===== config.mk =====
export PLATFORM = sky130hd
export DESIGN_NAME = mac_array_ctrl
export DESIGN_NICKNAME = d
export VERILOG_FILES = /design/src/rtl/tpu_pkg.sv /design/src/rtl/valid_delay.sv /design/src/rtl/mac_array_ctrl.sv
export SDC_FILE = /design/constraint.sdc
export NUM_CORES = 1
export LEC_CHECK = 0
export BUFFER_PORTS_ARGS = -buffer_cell sky130_fd_sc_hd__buf_2
export CORE_ASPECT_RATIO = 1.2
export CORE_MARGIN = 3
export CORE_UTILIZATION = 45
export DETAILED_ROUTE_END_ITERATION = 7
export HOLD_SLACK_MARGIN = 0.02
export MAX_ROUTING_LAYER = met4
export PLACE_DENSITY = 0.79
export SLEW_MARGIN = 30
export SYNTH_ARGS = -nofsm -noshare
export SYNTH_HDL_FRONTEND = slang
export SYNTH_HIERARCHICAL = 1
export SYNTH_SLANG_ARGS = --single-unit

===== constraint.sdc =====
create_clock -name clk -period 3.4 [get_ports clk]
set_clock_uncertainty 0.15 [all_clocks]
set_input_delay 0.34 -clock clk [delete_from_list [all_inputs] [get_ports clk]]
set_output_delay 0.34 -clock clk [all_outputs]
set_load 0.1 [all_outputs]

===== src/rtl/tpu_pkg.sv =====
// Shared types and constants for the systolic MAC array controllers.
package tpu_pkg;

  localparam int unsigned WEIGHT_W = 8;
  localparam int unsigned ACC_W    = 32;

  typedef enum logic {
    L_SHIFT,
    L_FULL
  } load_state_t;

  typedef enum logic [1:0] {
    C_IDLE,
    C_STREAM,
    C_DRAIN
  } comp_state_t;

endpackage


===== src/rtl/valid_delay.sv =====
// Fixed-depth 1-bit delay line with synchronous reset; tracks data valid
// through a pipelined array column.
module valid_delay #(
  parameter int unsigned DEPTH = 8
) (
  input  logic clk,
  input  logic rst,
  input  logic valid,
  output logic valid_dly
);

  logic [DEPTH-1:0] sr;

  // Casting the widened concatenation drops the oldest bit, which also
  // covers DEPTH == 1 without a special case.
  always_ff @(posedge clk) begin
    if (rst) begin
      sr <= '0;
    end else begin
      sr <= DEPTH'({sr, valid});
    end
  end

  assign valid_dly = sr[DEPTH-1];

endmodule


===== src/rtl/mac_array_ctrl.sv =====
// Sequencer for one column of chained MAC cells: shadow weight loading,
// weight swap, compute command streaming and drain tracking.
module mac_array_ctrl
  import tpu_pkg::*;
#(
  parameter int unsigned ROWS    = 4,
  parameter int unsigned MAC_LAT = 2,
  parameter int unsigned LEN_W   = 16
) (
  input  logic                clk,
  input  logic                rst,
  input  logic                w_valid,
  output logic                w_ready,
  input  logic [WEIGHT_W-1:0] w_data,
  input  logic                cmd_valid,
  output logic                cmd_ready,
  input  logic [LEN_W-1:0]    cmd_len,
  input  logic                x_valid,
  output logic                x_ready,
  output logic                load_weight,
  output logic [WEIGHT_W-1:0] weight_in,
  output logic                swap_weights,
  output logic                run,
  output logic                out_valid,
  output logic                done,
  output logic                busy
);

  localparam int unsigned DRAIN = ROWS * MAC_LAT;
  localparam int unsigned CNT_W = $clog2(ROWS + 1);
  localparam int unsigned DRN_W = (DRAIN > 1) ? $clog2(DRAIN) : 1;
  localparam logic [CNT_W-1:0] LAST_BEAT  = CNT_W'(ROWS - 1);
  localparam logic [DRN_W-1:0] DRAIN_LAST = DRN_W'(DRAIN - 1);

  load_state_t      load_st;
  comp_state_t      comp_st;
  logic [CNT_W-1:0] shift_cnt;
  logic [LEN_W-1:0] remaining;
  logic [DRN_W-1:0] drain_cnt;
  logic             act_valid;

  // Loader: fills the shadow chain, then waits for compute to go idle to swap.
  always_ff @(posedge clk) begin
    if (rst) begin
      load_st      <= L_SHIFT;
      shift_cnt    <= '0;
      w_ready      <= 1'b0;
      load_weight  <= 1'b0;
      weight_in    <= '0;
      swap_weights <= 1'b0;
      act_valid    <= 1'b0;
    end else begin
      load_weight  <= 1'b0;
      swap_weights <= 1'b0;
      unique case (load_st)
        L_SHIFT: begin
          w_ready <= 1'b1;
          if (w_valid && w_ready) begin
            load_weight <= 1'b1;
            weight_in   <= w_data;
            shift_cnt   <= shift_cnt + CNT_W'(1);
            if (shift_cnt == LAST_BEAT) begin
              load_st <= L_FULL;
              w_ready <= 1'b0;
            end
          end
        end
        L_FULL: begin
          w_ready <= 1'b0;
          if (comp_st == C_IDLE) begin
            swap_weights <= 1'b1;
            act_valid    <= 1'b1;
            load_st      <= L_SHIFT;
            shift_cnt    <= '0;
            w_ready      <= 1'b1;
          end
        end
        default: load_st <= L_SHIFT;
      endcase
    end
  end

  // A full shadow chain with compute idle means a swap is being decided this
  // cycle; block commands then and during the swap pulse so they see new weights.
  assign cmd_ready = (comp_st == C_IDLE) && act_valid &&
                     (load_st != L_FULL) && !swap_weights;

  assign run     = (comp_st == C_STREAM) && x_valid;
  assign x_ready = run;
  assign busy    = (comp_st != C_IDLE);

  always_ff @(posedge clk) begin
    if (rst) begin
      comp_st   <= C_IDLE;
      remaining <= '0;
      drain_cnt <= '0;
      done      <= 1'b0;
    end else begin
      done <= 1'b0;
      unique case (comp_st)
        C_IDLE: begin
          if (cmd_valid && cmd_ready) begin
            remaining <= cmd_len;
            if (cmd_len == '0) begin
              comp_st   <= C_DRAIN;
              drain_cnt <= DRAIN_LAST;
              done      <= (DRAIN_LAST == '0);
            end else begin
              comp_st <= C_STREAM;
            end
          end
        end
        C_STREAM: begin
          if (x_valid) begin
            remaining <= remaining - LEN_W'(1);
            if (remaining == LEN_W'(1)) begin
              comp_st   <= C_DRAIN;
              drain_cnt <= DRAIN_LAST;
              done      <= (DRAIN_LAST == '0);
            end
          end
        end
        C_DRAIN: begin
          if (drain_cnt == '0) begin
            comp_st <= C_IDLE;
          end else begin
            drain_cnt <= drain_cnt - DRN_W'(1);
            done      <= (drain_cnt == DRN_W'(1));
          end
        end
        default: comp_st <= C_IDLE;
      endcase
    end
  end

  valid_delay #(
    .DEPTH(DRAIN)
  ) u_out_valid_dly (
    .clk      (clk),
    .rst      (rst),
    .valid    (run),
    .valid_dly(out_valid)
  );

endmodule


Word-level counts from Yosys, hierarchy flattened
Cells that the tools add are included.
{"block": "classes", "muxes": 27, "n_addsub": 3, "n_eq_ne": 13, "n_reduce_logical": 22, "n_bitwise": 2}
{"operator": "$mux 16", "count": 2}
{"operator": "$pmux 16 s2", "count": 1}
{"operator": "$mux 3", "count": 7}
{"operator": "$eq 16x1->1 const B", "count": 1}
{"operator": "$logic_not 16->1", "count": 1}
{"operator": "$sub 16x1->16 const B", "count": 1}
{"operator": "$mux 2", "count": 5}
{"operator": "$pmux 3 s3", "count": 1}
{"operator": "$ne 2x1->1 const B", "count": 4}
{"operator": "$ne 2x2->1 const B", "count": 4}
{"operator": "$mux 1", "count": 7}
{"operator": "$logic_and 1x1->1", "count": 6}
{"operator": "$pmux 2 s3", "count": 1}
{"operator": "$pmux 3 s2", "count": 1}
{"operator": "$reduce_and 2->1", "count": 3}
{"operator": "$reduce_and 6->1", "count": 1}
{"operator": "$pmux 1 s2", "count": 2}
{"operator": "$reduce_and 4->1", "count": 1}
{"operator": "$reduce_bool 2->1", "count": 2}
{"operator": "$reduce_or 2->1", "count": 2}
{"operator": "$add 3x1->3 const B", "count": 1}
{"operator": "$eq 3x1->1 const B", "count": 1}
{"operator": "$eq 3x2->1 const B", "count": 1}
{"operator": "$logic_not 3->1", "count": 1}
{"operator": "9 further kinds", "count": 10}
{"block": "totals", "register_bits": 46, "out_inout_bits": 17, "word_cells": 79, "inputBits": 29}

Depth between registers and ports, before layout
Gate-level depths: netlist of the first run.
{"block": "logic_depth", "ltp_word": 7, "depth_mapped": 7, "ltp_nobuf": 6}

By module
Netlist of the first run, hierarchy kept.
{"mod": "mac_array_ctrl", "instances": 1, "cells_per_inst": 249, "area_each_um2": 2157.1}
{"mod": "valid_delay", "instances": 1, "cells_per_inst": 16, "area_each_um2": 210.2}

Worst setup path after synthesis of the first run
OpenSTA, ideal clock, no wires.
{"block": "synth_timing", "path_type": "flip-flop to output port", "startpoint": "register comp_st[0]", "endpoint": "output port cmd_ready", "path_buffers": 1, "required_time_ps": 2910, "arrival_ps": 4382, "path_stages_with_launch": 5, "slack_ps": -1472, "cell_sequence": "dfxtp_1 buf_2 nor2_1 inv_1 nor4b_1"}
{"block": "synth_between", "elab_chain_cells": 4}
{"element": "from (decl)", "line": "mac_array_ctrl.sv:36", "source": "comp_state_t comp_st;"}
{"element": "from (signal assigned)", "line": "mac_array_ctrl.sv:94", "source": "comp_st <= C_IDLE;"}
{"element": "from (signal assigned)", "line": "mac_array_ctrl.sv:105", "source": "comp_st <= C_DRAIN;"}
{"element": "from (signal assigned)", "line": "mac_array_ctrl.sv:109", "source": "comp_st <= C_STREAM;"}
{"element": "$logic_not 2->1", "line": "mac_array_ctrl.sv:85", "source": "assign cmd_ready = (comp_st == C_IDLE) && act_valid &&"}
{"element": "$logic_and 1x1->1 (2 in series)", "line": "mac_array_ctrl.sv:85"}
{"element": "$logic_and 1x1->1", "line": "mac_array_ctrl.sv:86", "source": "(load_st != L_FULL) && !swap_weights;"}
{"element": "to (decl)", "line": "mac_array_ctrl.sv:16", "source": "output logic cmd_ready,"}
No other way between the ends.

Worst setup path in the final report of the first run
{"block": "layout_timing", "startpoint": "register comp_st[0]", "endpoint": "output port x_ready"}
{"block": "layout_between", "elab_chain_cells": 2}
{"element": "$eq 2x1->1", "line": "mac_array_ctrl.sv:88", "source": "assign run = (comp_st == C_STREAM) && x_valid;"}
{"element": "$logic_and 1x1->1", "line": "mac_array_ctrl.sv:88"}
{"element": "to (decl)", "line": "mac_array_ctrl.sv:19", "source": "output logic x_ready,"}
No other way between the ends.

==> results of run 1 <==
==> power by group through the flow <==
stage,clock (mW),combinational (mW),sequential (mW)
floorplan,0,0.0297,0.600
global placement,0,0.103,0.561
detailed placement,0,0.104,0.562
CTS,0.417,0.104,0.549
global route,0.440,0.111,0.550
finish,0.409,0.104,0.549
==> per-layer routing <==
metal | vias up | global-route usage
met5 | - | -
met4 | 0 | 0.07692
met3 | 17 | 0.03910
met2 | 91 | 0.3190
met1 | 967 | 0.2551
li1 | 1027 | -
==> cell type report <==
cell class,instances,area (um2)
tap,60,75.07
multi-input combinational,194,1349
sequential,46,920.9
clock buffer,6,82.58
timing repair buffer,47,240.2
inverter,9,33.78
fill,478,2278
clock inverter,1,30.03
==> worst max-delay path: stages (launching register included) <==
cell and delay (ps):
dfxtp_1 810, and2b_1 210, buf_4 200, and2_1 220
buf_2 450
==> registers in the layout (all words and copies together) (netlist names) <==
register and flops:
act_valid 1, comp_st 2, done 1, drain_cnt 3, load_st 1, load_weight 1, remaining 16, shift_cnt 3
swap_weights 1, u_out_valid_dly/sr 8, w_ready 1, weight_in 8
==> how the worst min path moves through the flow <==
| stage | from | endpoint | slack (ps) | depth (start not counted) |
|---|---|---|---|---|
| 2_1_floorplan | rst | u_out_valid_dly/sr[0] | 260 | 1 |
| 3_3_place_gp | u_out_valid_dly/sr[0] | u_out_valid_dly/sr[1] | 270 | 1 |
| 3_5_place_dp | u_out_valid_dly/sr[1] | u_out_valid_dly/sr[2] | 280 | 1 |
| 4_1_cts | w_data[6] | weight_in[6] | 120 | 3 |
| 5_1_grt | w_data[1] | weight_in[1] | 120 | 3 |
| 6_report | w_data[6] | weight_in[6] | 130 | 3 |
==> kinds of logic after synthesis <==
| kind of cell | Yosys count | share of synthesized area |
|---|---|---|
| XOR/XNOR | 2 | 0.007401 |
| flip-flops | 46 | 0.3890 |
| AO/OA/AOI/OAI | 74 | 0.2363 |
| adder cells (fa/ha/maj) | 7 | 0.03700 |
| AND/OR/NAND/NOR | 109 | 0.2743 |
| buffers and inverters | 25 | 0.04757 |
| multiplexers | 2 | 0.008457 |
==> cells in the mapped netlist, drive strengths merged (7+ instances only) <==
master	n
dfxtp	46
nand2	34
a21oi	24
nor2	22
o21ai	13
buf	10
a211oi	9
inv	9
nor2b	9
ha	7
nand3	7
nor3	7
==> per-stage QoR <==
stage               cell area, um2  utilization
CTS                           2731       0.5452
floorplan                     2382            -
global route                  2731       0.5452
global placement              2619       0.5227
detailed placement            2619       0.5227
finish                        2731       0.5452
==> qor.txt, run 1 <==
Status: complete, no violations
Post-CTS Hold Buffers: 0
Non-Filler Instances: 363
Predominant post-synthesis flop cell: dfxtp_1
Post-Route Hold Slack: 128.9 ps
Combinational share of power: 0.098
Top routing layer used: met4
Cell variety after synth: 63
Number of gates resized after CTS: 0
Worst EP required: 2910 ps
1st-iter DRT viols: 123
Async SR Flop Fraction: 0
MaxCap Viol Count: 0
M1 WL: 2342 um
Seq pwr share: 0.517
CP Launch Type: register
Crit path kind: register to output port
Crit. Startpoint: comp_st[0]
P per Cell Area: 388.5 nW/um2
Flops & latches, synth: 46
Hold crit path type: primary input to register
Die extent in y: 85.45 um
Via density: 5.791
Final min period: 2674 ps
RSZ-0062 raised after global routing: no
Overall Global Routing Usage: 0.2028
Initial antenna violation count: 0
Gpl congestion: 0.9176
Rel. slew slack: 0.4983
Synth top area cells: dfxtp_1 39%, nand2_1 5.4%, a21oi_1 4.9%
Switch share: 0.2396
Vias in the first global route: 2095
Area Overhead vs Synth: 15.38%
Routed Antenna Nets: 0
Total power draw: 1.061 mW
Nets: 339
Met3 wire length: 406 um
Gr ovfl total: 0
Final setup TNS: 0 ps
Routed length on met2: 2629 um
Share of the synthesized area in the top cell type: 0.3890
Arrival time worst endpoint: 2180 ps
Sequential area share after synthesis: 0.3890
Crit. End Element: output port
Clock transition at path regs: 80 ps
Final WS setup: 725.5 ps
Reg2Reg Depth: 4
Most frequent cells in the layout: 46 x dfxtp_1, 45 x buf_2, 34 x nand2_1, 23 x a21oi_1, 21 x nor2_1
VDD IR max: 0.2973 mV
Clock root buffer: clkbuf_8
Pin count of the biggest net entering global routing: 42
Placed cell count: 356
Internal Power: 806.9 uW
R2R setup slack: 950 ps
Most common cell after layout, fill and taps aside: dfxtp_1
DP Worst Slack: 1011 ps
Synthesized area: 2367 um2
First-pass iteration count of the detailed router: 4
Total die area: 6170 um2
H-Tree Depth: 2
Core area: 5010 um2
Synth area leader: dfxtp_1
Syn Inst Count: 265
IO buf count: 45
Vias: 2102
Clock power frac: 0.385
Switching Power: 254.2 uW
Initial Utilization: 0.4725
Max FO, Critical Path: 19
Share of cells above drive strength 1: 0.2640
First-pass GRT wire length: 9756 um
Setup Viol. Count Final: 0
N_diodes: 0
HPWL after DPL: 4083 um
Num CTS Buffers: 5
Routed wire length: 5557 um
Post-route DRC violation count: 0
Period utilisation layout: 0.7866
Number of synthesized flops with an enable pin: 0
CTS Sinks: 46
Worst-Margin Slew: 750.2 ps
Avg WL per Cell: 15.31 um
Width of the die: 72.21 um
TritonCTS clock tree: built
Setup crit end: x_ready
Post-CTS setup repair buffer count: 0
Synth Warn #: 6
R2r startpoint: comp_st[0]
Io pins: 46
Fmax: 0.3739 GHz
R2R Path End: remaining[0]
Clk Latency, worst-skew pair: 290 ps
Synthesized area per cell: 8.933 um2
Post-Syn Nets: 301
Site row count: 28
Final hold violation count: 0
Leakage: 1.114 nW
Final Max Slew Viols: 0
CTS max path bufs: 2
(Power assumes the default switching activity.)
==> run 2, diff against run 1 <==
--- a/config.mk
+++ b/config.mk
@@ -5,6 +5,7 @@
 export SDC_FILE = /design/constraint.sdc
 export NUM_CORES = 1
 export LEC_CHECK = 0
+export ABC_AREA = 1
 export BUFFER_PORTS_ARGS = -buffer_cell sky130_fd_sc_hd__buf_2
 export CORE_ASPECT_RATIO = 1.2
 export CORE_MARGIN = 3
@@ -12,7 +13,7 @@
 export DETAILED_ROUTE_END_ITERATION = 7
 export HOLD_SLACK_MARGIN = 0.02
 export MAX_ROUTING_LAYER = met4
-export PLACE_DENSITY = 0.79
+export PLACE_DENSITY = 0.82
 export SLEW_MARGIN = 30
 export SYNTH_ARGS = -nofsm -noshare
 export SYNTH_HDL_FRONTEND = slang
==> constraint.sdc (replaced) <==
create_clock -name clk -period 2.4 [get_ports clk]
set_clock_uncertainty 0.15 [all_clocks]
set_input_delay 0.24 -clock clk [delete_from_list [all_inputs] [get_ports clk]]
set_output_delay 0.24 -clock clk [all_outputs]
set_load 0.1 [all_outputs]
==> qor.txt, run 2 <==
Area of the multi-input gates: 1246 um2 (-7.6%)
Synth Warn #: 6 (unchanged)
CTS max path bufs: 2 (unchanged)
N_diodes: 0 (unchanged)
Overall Global Routing Usage: 0.1944 (-0.008326)
Arrival time worst endpoint: 1800 ps (-380 ps)
Post-CTS Hold Buffers: 0 (unchanged)
IO buf count: 45 (unchanged)
Number of synthesized flops with an enable pin: 0 (unchanged)
Fill cells: 503 (+5.2%)
R2R setup slack: 510 ps (-440 ps)
Switching Power: 399.5 uW (+57%)
First-pass GRT wire length: 9577 um (-1.8%)
Share of the synthesized area in the top cell type: 0.3833 (-0.005673)
Most numerous cell in the Yosys netlist: nor2_1
1st-iter DRT viols: 129 (+4.9%)
Post-route DRC violation count: 0 (unchanged)
Predominant post-synthesis flop cell: dfxtp_1
Internal Power: 1.083 mW (+34%)
Synthesized area per cell: 6.767 um2 (-24%)
Clock power frac: 0.353 (-0.032)
Max reg flops: 16 (unchanged)
Clk Latency, worst-skew pair: 300 ps (about the same)
Period utilisation layout: 0.9126
Top flop regs: remaining (16), u_out_valid_dly/sr (8), weight_in (8)
Crit. End Element: output port
Site row count: 28 (unchanged)
Crit. Startpoint: comp_st[0]
Width of the die: 72.70 um (+0.68%)
Setup Viol. Count Final: 0 (unchanged)
Synthesized area: 2402 um2 (+1.5%)
Share of cells above drive strength 1: 0.1945 (-0.06951)
Synth area leader: dfxtp_1
HPWL after DPL: 4018 um (-1.6%)
Clock transition at path regs: 80 ps (about the same)
R2R Path End: remaining[8]
Number of gates resized after CTS: 0 (unchanged)
Async SR Flop Fraction: 0 (unchanged)
Combinational share of power: 0.119 (+0.021)
Core area: 5045 um2 (+0.70%)
Vias: 2314 (+10%)
Rel. slew slack: 0.6642 (+0.1659)
Worst EP required: 2010 ps (-900 ps)
Most flops, register: remaining
R2r startpoint: comp_st[0]
MaxCap Viol Count: 0 (unchanged)
RSZ-0062 raised after global routing: no
Placed cell count: 453 (+27%)
Non-Filler Instances: 461 (+27%)
Synth top area cells: dfxtp_1 38%, nor2_1 14%, nand2_1 10%
Vias in the first global route: 2283 (+9.0%)
Worst-Margin Slew: 503.2 ps (-247.0 ps)
Most common cell after layout, fill and taps aside: nor2_1
Post-Route Hold Slack: 42.42 ps (-86.45 ps)
Clock root buffer: clkbuf_8
Routed wire length: 5321 um (-4.2%)
Fmax: 0.4565 GHz
Worst Min Path Start: w_data[3]
Io pins: 46 (unchanged)
Gr ovfl total: 0 (unchanged)
Hold crit path type: primary input to register
Max FO, Critical Path: 10 (-9)
Area Overhead vs Synth: 16.30%
P per Cell Area: 530.5 nW/um2 (+37%)
Nets: 436 (+29%)
First-pass iteration count of the detailed router: 5 (+1)
Avg WL per Cell: 11.54 um (-25%)
VDD IR max: 0.3790 mV (+27%)
Syn Inst Count: 355 (+34%)
Reg2Reg Depth: 9 (+5)
Final hold violation count: 0 (unchanged)
Pin count of the biggest net entering global routing: 30 (-29%)
Crit path kind: register to output port
Initial antenna violation count: 0 (unchanged)
Post-CTS setup repair buffer count: 0 (unchanged)
Worst Hold End: weight_in[3]
Sequential area share after synthesis: 0.3833 (-0.005673)
Final min period: 2190 ps
Hold path cells: 3 (unchanged)
Post-DP Area: 2688 um2 (+2.6%)
Cell variety after synth: 35 (-44%)
Num CTS Buffers: 5 (unchanged)
Total die area: 6255 um2 (+1.4%)
H-Tree Depth: 2 (unchanged)
TritonCTS clock tree: built
Post-Syn Nets: 391 (+30%)
Final Max Slew Viols: 0 (unchanged)
CTS Sinks: 46 (unchanged)
Initial Utilization: 0.4762 (+0.003663)
Routed Antenna Nets: 0 (unchanged)
Gpl congestion: 0.9300 (+1.4%)
Register Area: 922.1 um2 (+0.14%)
CP Launch Type: register
Seq pwr share: 0.528 (+0.011)
Synth cell count leaders: 89 x nor2_1, 67 x nand2_1, 46 x dfxtp_1
Core Util, Final: 0.5538 (+0.008614)
Flops & latches, synth: 46 (unchanged)
Via density: 5.020 (-13%)
Most frequent cells in the layout: 87 x nor2_1, 67 x nand2_1, 45 x dfxtp_1, 43 x buf_2, 41 x inv_1
Switch share: 0.2695 (+0.02995)
Die extent in y: 86.04 um (+0.69%)
Leakage: 1.313 nW (+18%)
Status: complete, no violations
Design Area, Final: 2794 um2 (+2.3%)
## run 2: changes by cell type after synthesis, moves of 5 or more
cell and change:
a21oi_1 -13, nor2_1 +68, inv_1 +33, nor2b_1 -9, o21ai_0 +14, buf_2 -5
a211oi_1 -6, nand3_1 +17, nand2_1 +33
## run 2: metal layers
layer | wire, um | vias to the layer above | GRT usage
met5 | 0 | - | -
met4 | 100 | 0 | 0.06711
met3 | 343 | 13 | 0.03869
met2 | 2654 | 73 | 0.3391
met1 | 2222 | 1024 | 0.2179
li1 | - | 1204 | -
## run 2: layout make-up
type | instances | area share
inverters | 44 | 0.06001
well taps | 60 | 0.02687
flip-flops and latches | 46 | 0.3300
multi-input cells | 255 | 0.4460
clock inverters | 1 | 0.003135
clock buffers | 7 | 0.03448
repair buffers | 48 | 0.09942
## run 2: power by group through the flow
stage | clock, mW | combinational [mW] | sequential [mW]
after floorplan | 0 | 0.0526 | 0.874
after global placement | 0 | 0.175 | 0.799
after detailed placement | 0 | 0.177 | 0.800
after CTS | 0.544 | 0.178 | 0.782
after global routing | 0.575 | 0.194 | 0.784
final | 0.524 | 0.177 | 0.782
## run 2: metrics by stage
step | setup WS [ps] | setup TNS [ps] | power, mW
2_1_floorplan | -72.93 | -72.93 | 0.9270
3_3_place_gp | 450.9 | 0 | 0.9747
3_5_place_dp | 386.9 | 0 | 0.9771
4_1_cts | 37.94 | 0 | 1.504
5_1_grt | 82.95 | 0 | 1.552
6_report | 209.7 | 0 | 1.482
## run 2: critical path, cell delays in order, from the launching register on
cell and delay [ps]:
dfxtp_2 470, inv_2 110, nor2_4 200, inv_1 210, nor2_2 290, buf_12 220
## run 2: kinds of logic after synthesis
| family | count (synthesis) | synth area share |
|---|---|---|
| compound gates | 50 | 0.1271 |
| xor+xnor | 3 | 0.01094 |
| fa+ha+maj | 7 | 0.03646 |
| buf+inv | 54 | 0.1000 |
| flops | 46 | 0.3833 |
| simple gates | 195 | 0.3422 |
## run 2: how the worst max path moves through the flow
stage,slack [ps],cells after the start,endpoint
finish,210,5,x_ready
global route,80,5,x_ready
CTS,40,5,run
detailed placement,390,9,remaining[8]
global placement,450,5,run
floorplan,-70,6,x_ready
